==> src/rtl/jtsdram_pkg.sv <==
// jtsdram_pkg: shared state encoding, default LFSR constants
// and a saturating adder for the SDRAM pattern sequencer.
package jtsdram_pkg;

   typedef enum logic [2:0] {
      ST_IDLE  = 3'd0,
      ST_PROG  = 3'd1,
      ST_PWAIT = 3'd2,
      ST_READ  = 3'd3,
      ST_RWAIT = 3'd4,
      ST_DONE  = 3'd5,
      ST_TOUT  = 3'd6
   } state_t;

   localparam logic [15:0] TAPS_DEF = 16'hD295;
   localparam logic [15:0] SEED_DEF = 16'hAAAA;

   function automatic logic [15:0] sat_add(
      input logic [15:0] a,
      input logic [15:0] b
   );
      logic [16:0] s;
      s = {1'b0, a} + {1'b0, b};
      return s[16] ? 16'hFFFF : s[15:0];
   endfunction

endpackage

==> src/rtl/jtsdram_pseq_if.sv <==
// jtsdram_pseq_if: sequencer <-> programmer/reader bundle.
// master is the sequencer side, slave the memory-test side.
interface jtsdram_pseq_if #(
   parameter int BANKS = 4,
   parameter int KW    = 5
);
   logic                  run;
   logic [BANKS*KW-1:0]   ba_key;
   logic [15:0]           data_ref;
   logic                  prog_start;
   logic                  prog_done;
   logic                  rd_start;
   logic [BANKS-1:0]      ba_done;
   logic [BANKS-1:0]      ba_err;
   logic [15:0]           pass_cnt;
   logic [15:0]           err_cnt;
   logic                  busy;
   logic                  finished;
   logic                  timeout;

   modport master (
      input  run, prog_done, ba_done, ba_err,
      output ba_key, data_ref, prog_start, rd_start,
      output pass_cnt, err_cnt, busy, finished, timeout
   );

   modport slave (
      output run, prog_done, ba_done, ba_err,
      input  ba_key, data_ref, prog_start, rd_start,
      input  pass_cnt, err_cnt, busy, finished, timeout
   );
endinterface

==> src/rtl/jtsdram_lfsr.sv <==
// jtsdram_lfsr: right-shifting Fibonacci LFSR plus per-bank keys
// taken from the register rotated right by b*KW.
module jtsdram_lfsr import jtsdram_pkg::*; #(
   parameter int LW    = 16,
   parameter int KW    = 5,
   parameter int BANKS = 4,
   parameter logic [LW-1:0] TAPS = LW'(TAPS_DEF),
   parameter logic [LW-1:0] SEED = LW'(SEED_DEF)
) (
   input  logic                clk,
   input  logic                rst,
   input  logic                step,
   output logic [BANKS*KW-1:0] key
);

   logic [LW-1:0] lfsr_q;
   logic [LW-1:0] lfsr_d;

   always_comb begin
      lfsr_d = lfsr_q;
      if (step)
         lfsr_d = {^(lfsr_q & TAPS), lfsr_q[LW-1:1]};
   end

   always_ff @(posedge clk or posedge rst)
      if (rst) lfsr_q <= SEED;
      else     lfsr_q <= lfsr_d;

   // Rotating right by r and taking bit j is lfsr[(r+j) mod LW].
   for (genvar b = 0; b < BANKS; b++) begin : g_bank
      for (genvar j = 0; j < KW; j++) begin : g_bit
         assign key[b*KW+j] = lfsr_q[(b*KW+j) % LW];
      end
   end

endmodule

==> src/rtl/jtsdram_pseq.sv <==
// jtsdram_pseq: program / read-back pass sequencer with per-bank
// completion latching, error and pass counting, and a watchdog.
module jtsdram_pseq import jtsdram_pkg::*; #(
   parameter int BANKS = 4,
   parameter int KW    = 5,
   parameter int LW    = 16,
   parameter logic [LW-1:0] TAPS = LW'(TAPS_DEF),
   parameter logic [15:0]   SEED = SEED_DEF,
   parameter int ITER  = 0,
   parameter int TOW   = 20
) (
   input  logic           clk,
   input  logic           rst,
   jtsdram_pseq_if.master bus
);

   state_t           state_q, state_d;
   logic             pstart_q, pstart_d;
   logic             rstart_q, rstart_d;
   logic             busy_q, busy_d;
   logic             fin_q, fin_d;
   logic             tout_q, tout_d;
   logic [15:0]      dref_q, dref_d;
   logic [15:0]      pass_q, pass_d;
   logic [15:0]      err_q, err_d;
   logic [BANKS-1:0] lat_q, lat_d;
   logic [TOW-1:0]   tcnt_q, tcnt_d;

   logic             step;
   logic [BANKS-1:0] hit;
   logic [15:0]      nerr;
   logic [15:0]      pass_inc;
   logic [TOW-1:0]   tcnt_inc;
   logic             to_hit;

   jtsdram_lfsr #(
      .LW    (LW),
      .KW    (KW),
      .BANKS (BANKS),
      .TAPS  (TAPS),
      .SEED  (LW'(SEED))
   ) u_lfsr (
      .clk  (clk),
      .rst  (rst),
      .step (step),
      .key  (bus.ba_key)
   );

   // Only the first done of a bank in a pass can raise an error.
   assign hit      = bus.ba_done & bus.ba_err & ~lat_q;
   assign pass_inc = sat_add(pass_q, 16'd1);
   assign tcnt_inc = tcnt_q + TOW'(1);
   assign to_hit   = &tcnt_inc;

   always_comb begin
      nerr = '0;
      for (int b = 0; b < BANKS; b++)
         nerr = nerr + {15'd0, hit[b]};
   end

   always_comb begin
      state_d = state_q;
      dref_d  = dref_q;
      pass_d  = pass_q;
      err_d   = err_q;
      lat_d   = lat_q;
      tcnt_d  = tcnt_q;
      step    = 1'b0;
      if (!bus.run) begin
         state_d = ST_IDLE;
      end else begin
         unique case (state_q)
            ST_IDLE: state_d = ST_PROG;
            ST_PROG: begin
               state_d = ST_PWAIT;
               tcnt_d  = '0;
            end
            ST_PWAIT: begin
               if (bus.prog_done) begin
                  state_d = ST_READ;
               end else begin
                  tcnt_d = tcnt_inc;
                  if (to_hit) state_d = ST_TOUT;
               end
            end
            ST_READ: begin
               state_d = ST_RWAIT;
               lat_d   = '0;
               tcnt_d  = '0;
            end
            ST_RWAIT: begin
               lat_d = lat_q | bus.ba_done;
               err_d = sat_add(err_q, nerr);
               if (&lat_d) begin
                  step    = 1'b1;
                  dref_d  = dref_q + 16'd1;
                  pass_d  = pass_inc;
                  state_d = ST_PROG;
                  if (ITER != 0 && pass_inc == 16'(ITER))
                     state_d = ST_DONE;
               end else begin
                  tcnt_d = tcnt_inc;
                  if (to_hit) state_d = ST_TOUT;
               end
            end
            default: state_d = state_q;
         endcase
      end
   end

   // Outputs are decoded from the next state so they align with it.
   assign pstart_d = (state_d == ST_PROG);
   assign rstart_d = (state_d == ST_READ);
   assign fin_d    = (state_d == ST_DONE);
   assign tout_d   = (state_d == ST_TOUT);
   assign busy_d   = state_d inside
      {ST_PROG, ST_PWAIT, ST_READ, ST_RWAIT};

   always_ff @(posedge clk or posedge rst) begin
      if (rst) begin
         state_q  <= ST_IDLE;
         pstart_q <= 1'b0;
         rstart_q <= 1'b0;
         busy_q   <= 1'b0;
         fin_q    <= 1'b0;
         tout_q   <= 1'b0;
         dref_q   <= SEED;
         pass_q   <= '0;
         err_q    <= '0;
         lat_q    <= '0;
         tcnt_q   <= '0;
      end else begin
         state_q  <= state_d;
         pstart_q <= pstart_d;
         rstart_q <= rstart_d;
         busy_q   <= busy_d;
         fin_q    <= fin_d;
         tout_q   <= tout_d;
         dref_q   <= dref_d;
         pass_q   <= pass_d;
         err_q    <= err_d;
         lat_q    <= lat_d;
         tcnt_q   <= tcnt_d;
      end
   end

   assign bus.prog_start = pstart_q;
   assign bus.rd_start   = rstart_q;
   assign bus.busy       = busy_q;
   assign bus.finished   = fin_q;
   assign bus.timeout    = tout_q;
   assign bus.data_ref   = dref_q;
   assign bus.pass_cnt   = pass_q;
   assign bus.err_cnt    = err_q;

endmodule

==> src/flat_wrapper.sv <==
// flat-port wrapper written by rule: the top's interface ports become plain ports
module jtsdram_pseq_flat import jtsdram_pkg::*;
#(
   parameter int BANKS = 4,
   parameter int KW    = 5,
   parameter int LW    = 16,
   parameter logic [LW-1:0] TAPS = LW'(TAPS_DEF),
   parameter logic [15:0]   SEED = SEED_DEF,
   parameter int ITER  = 0,
   parameter int TOW   = 20
)
  (clk, rst, bus_run, bus_prog_done, bus_ba_done, bus_ba_err, bus_ba_key, bus_data_ref, bus_prog_start, bus_rd_start, bus_pass_cnt, bus_err_cnt, bus_busy, bus_finished, bus_timeout);
  jtsdram_pseq_if #(.BANKS(BANKS), .KW(KW)) bus_i ();
  input  logic clk;
  input  logic rst;
  input wire logic [$bits(bus_i.run)-1:0] bus_run;
  input wire logic [$bits(bus_i.prog_done)-1:0] bus_prog_done;
  input wire logic [$bits(bus_i.ba_done)-1:0] bus_ba_done;
  input wire logic [$bits(bus_i.ba_err)-1:0] bus_ba_err;
  output wire logic [$bits(bus_i.ba_key)-1:0] bus_ba_key;
  output wire logic [$bits(bus_i.data_ref)-1:0] bus_data_ref;
  output wire logic [$bits(bus_i.prog_start)-1:0] bus_prog_start;
  output wire logic [$bits(bus_i.rd_start)-1:0] bus_rd_start;
  output wire logic [$bits(bus_i.pass_cnt)-1:0] bus_pass_cnt;
  output wire logic [$bits(bus_i.err_cnt)-1:0] bus_err_cnt;
  output wire logic [$bits(bus_i.busy)-1:0] bus_busy;
  output wire logic [$bits(bus_i.finished)-1:0] bus_finished;
  output wire logic [$bits(bus_i.timeout)-1:0] bus_timeout;
  assign bus_i.run = bus_run;
  assign bus_i.prog_done = bus_prog_done;
  assign bus_i.ba_done = bus_ba_done;
  assign bus_i.ba_err = bus_ba_err;
  assign bus_ba_key = bus_i.ba_key;
  assign bus_data_ref = bus_i.data_ref;
  assign bus_prog_start = bus_i.prog_start;
  assign bus_rd_start = bus_i.rd_start;
  assign bus_pass_cnt = bus_i.pass_cnt;
  assign bus_err_cnt = bus_i.err_cnt;
  assign bus_busy = bus_i.busy;
  assign bus_finished = bus_i.finished;
  assign bus_timeout = bus_i.timeout;
  jtsdram_pseq #(.BANKS(BANKS), .KW(KW), .LW(LW), .TAPS(TAPS), .SEED(SEED), .ITER(ITER), .TOW(TOW)) u_core (.clk(clk), .rst(rst), .bus(bus_i));
endmodule
==> config.mk <==
export PLATFORM = sky130hd
export DESIGN_NAME = jtsdram_pseq_flat
export DESIGN_NICKNAME = d
export VERILOG_FILES = /design/src/rtl/jtsdram_pkg.sv /design/src/rtl/jtsdram_pseq_if.sv /design/src/rtl/jtsdram_lfsr.sv /design/src/rtl/jtsdram_pseq.sv /design/src/flat_wrapper.sv
export SDC_FILE = /design/constraint.sdc
export NUM_CORES = 1
export LEC_CHECK = 0
export BUFFER_PORTS_ARGS = -buffer_cell sky130_fd_sc_hd__buf_2
export CORE_AREA = 2 2 79 119
export CTS_BUF_LIST = sky130_fd_sc_hd__clkbuf_8
export CTS_CLUSTER_SIZE = 12
export DETAILED_ROUTE_END_ITERATION = 16
export DIE_AREA = 0 0 81 121
export GPL_TIMING_DRIVEN = 0
export PLACE_DENSITY = 0.81
export SYNTH_ARGS = -nofsm -noshare
export SYNTH_HDL_FRONTEND = slang
export SYNTH_SLANG_ARGS = --single-unit
==> constraint.sdc <==
create_clock -name clk -period 3.5 [get_ports clk]
set_input_delay 0.35 -clock clk [delete_from_list [all_inputs] [get_ports clk]]
set_output_delay 0.35 -clock clk [all_outputs]
set_load 0.01 [all_outputs]
==> results.toml <==
[floorplan]
die_w_um = 81
die_area_sq_mm = 0.00980
core_area_sq_mm = 0.00872
ios = 85
fp.dieH_um = 121
row_count = 42
initial_utilization_pct = 57.2

[cts]
numCtsBuffers = 9
cts.clk_slew.worst_paths_ns = 0.09
cts_setup_buffers = 0
clock_latency_ns = 0.38
cts_hold_buf = 1
cts_root_buf = "clkbuf_8"
clock_path_buffers = 2
h-tree-depth = 3
cts_resized = 0
cts_sinks = 96
tritoncts = "built"

[sta]
fin_crit_sh_pct = 93.1
worst_pin_slew_ns = 0.646
relSlewSlack_pct = 56.7
setup_viol = 0
timing.final.max_slew_violations = 0
finalHoldViolations = 0
min_period_ns = 3.26
max_freq_mhz = 307
finalClockSkew_ns = 0.0121
worst_slack_ns = 0.242
rsz0062_at_grt = "no"

[grt]
grt_pass1_vias = 4139
grtUsageMet3_pct = 3.79
grt_use_met2_pct = 41.7
overflow = 0
antenna_found_initial = 0
grt_max_degree = 77
grt_pass1_wl_um = 18600
busiest_layer = "met2"
grt_usage_pct = 24.1
grtUsageMet1_pct = 28.5

[worst_hold_path]
min_path_type = "primary input to flop"
min_to = "u_core.state_q[2]"
hold_path_depth = 2
min_from = "bus_run"

[setup_path]
path_max_fanout = 7
slowest_stage = "dfrtp_1"
crit_arrival_ns = 3.53
crit_required_ns = 3.77
reg2reg_setup_slack_ns = 0.24
cp-end-kind = "flop"
r2r-end = "u_core.bus.err_cnt[15]"
cp-start-kind = "flop"
cp_common_cell = "ha_1"
worst-r2r-cell-count = 12
crit_chain = "nor2_1 > ha_1 > fa_1 > ha_1 > ha_1 > a21o_1 > a21oi_1 > nor3_1 > and2_0 > nor3b_1 > nand3_1 > o21a_1"
max_stage_delay_ns = 0.42
r2r_start = "u_core.lat_q[0]"
critPathKind = "flop to flop"

[synth]
synthFlopType = "dfrtp_1"
syn_area_sq_mm = 0.00499
yosysSeqAreaShare_pct = 48.5
syn_nets = 525
ys_async_sr_fraction_pct = 100
netlist_instances = 502
synth_cell_types = 58
synth-edff-count = 0
synth.avg_cell_area_sq_um = 9.94
yosys_register_bits = 96
yosysWarnings = 0

[placement]
routabilityCongestion = 0.897
io_buffers = 84
preCtsSetupSlack_ns = 0.148
hpwl_um = 8140

[route]
wire_per_inst_um = 15.5
drt_iter0_markers = 246
drc = 0
vias = 4101
firstDrtPassIters = 4
vias_per_cell = 5.74
finalWirelength_um = 11100
postRouteAntennaNets = 0

[finish]
fillers = 702
final_common_cell = "buf_2"
antenna_cells = 0
layout_common_cells = "89 x buf_2, 80 x dfrtp_1, 62 x nand2_1, 36 x nor2_1, 34 x o21ai_0"
num-nets-final = 622
drive_above_1_share_pct = 26.2
final_util_pct = 66.3
syn_to_final_growth_pct = 15.8

[run_status]
run_status = "finished clean"

[power_and_ir_drop]
powerDensity_mw_per_mm2 = 372
leakage_nw = 2.85
peakVddDrop_mv = 0.230

[job]
cap_violations = 0
==> area by class of cell <==
cell class	instances	area [sq um]	share of cell area, %
sequential	96	2420	41.9
multi-input combinational	368	2400	41.6
timing repair buffer	86	458	7.92
clock buffer	10	138	2.38
tap	110	138	2.38
buffer	27	125	2.16
clock inverter	6	52.6	0.909
inverter	11	43.8	0.758
==> logic make-up (layout without fill, tap and decap cells) <==
| logic type | count (synthesis) | after routing | share of synthesized area [%] |
|---|---|---|---|
| simple gates | 200 | 200 | 21.3 |
| flops | 96 | 96 | 48.5 |
| compound gates | 93 | 93 | 11.6 |
| xor+xnor | 43 | 43 | 7.55 |
| buf+inv | 38 | 140 | 3.33 |
| mux | 21 | 21 | 4.64 |
| fa+ha+maj | 11 | 11 | 3.06 |
==> per-stage QoR <==
| step | instances | hold WS (ns) | total power (W) | TNS (ns) | instance area, sq um |
|---|---|---|---|---|---|
| final | 714 | 0.274 | 0.00215 | 0 | 5780 |
| after global routing | 714 | 0.273 | 0.00226 | 0 | 5780 |
| after CTS | 714 | 0.255 | 0.00217 | 0 | 5780 |
| after detailed placement | 697 | 0.330 | 0.00147 | 0 | 5580 |
| after global placement | 696 | 0.464 | 0.00145 | -25.88 | 5550 |
| after floorplan | 502 | 0.448 | 0.00138 | 0 | 4990 |
==> critical path, delay by kind of cell, from the launching register on <==
kind	cells	cell delay [ns]
fa+ha+maj	4	1.30
compound gates	3	0.28
flops	1	0.42
simple gates	5	1.15
==> registers in the layout, indices dropped and copies added (netlist names) <==
name,flops
u_core.bus.finished,1
u_core.bus.pass_cnt,16
u_core.lat_q,4
u_core.bus.data_ref,16
u_core.bus.err_cnt,16
u_core.tcnt_q,20
u_core.bus.prog_start,1
u_core.u_lfsr.lfsr_q,16
u_core.bus.timeout,1
u_core.bus.busy,1
u_core.bus.rd_start,1
u_core.state_q,3
==> routing by layer <==
layer / wire, um / up-vias / share of wire (%)
met2: 5910 / 111 / 53
met4: 208 / 0 / 1.9
li1: - / 1964 / -
met3: 512 / 17 / 4.6
met5: 0 / - / 0
met1: 4450 / 2009 / 40
==> cells in the mapped netlist (all sizes together), types with 6 or more instances <==
library cell / number / area (sq um)
ha: 9 / 113
inv: 11 / 41.3
o31ai: 13 / 97.6
dfstp: 16 / 420
a31oi: 9 / 56.3
xor2: 15 / 131
xnor2: 28 / 245
dfrtp: 80 / 2000
clkbuf: 18 / 70.1
nor3: 10 / 60.1
nand4: 19 / 140
nand2: 62 / 233
o21ai: 34 / 170
nor2b: 6 / 37.5
and3: 15 / 98.8
buf: 9 / 55.1
nor2: 36 / 135
nand3: 22 / 110
a21oi: 18 / 93.8
mux2: 17 / 191
==> worst max-delay path by stage <==
| stage | cells past startpoint | slack (ns) | from | end |
|---|---|---|---|---|
| floorplan | 13 | 0.61 | bus_ba_done[0] | u_core.bus.err_cnt[15] |
| global placement | 2 | -0.33 | rst | u_core.bus.finished |
| detailed placement | 14 | 0.15 | bus_ba_done[0] | u_core.bus.err_cnt[15] |
| CTS | 12 | 0.25 | u_core.lat_q[0] | u_core.bus.err_cnt[15] |
| global route | 12 | 0.04 | u_core.lat_q[0] | u_core.bus.err_cnt[7] |
| finish | 12 | 0.24 | u_core.lat_q[0] | u_core.bus.err_cnt[15] |
==> where the power goes <==
part           switching (W)  total, W  internal, W
clock network       0.000411  0.000699     0.000287
registers          0.0000497   0.00120      0.00115
logic               0.000159  0.000251    0.0000921
total               0.000620   0.00215      0.00153
No activity file was read; power rests on OpenSTA's default activity.
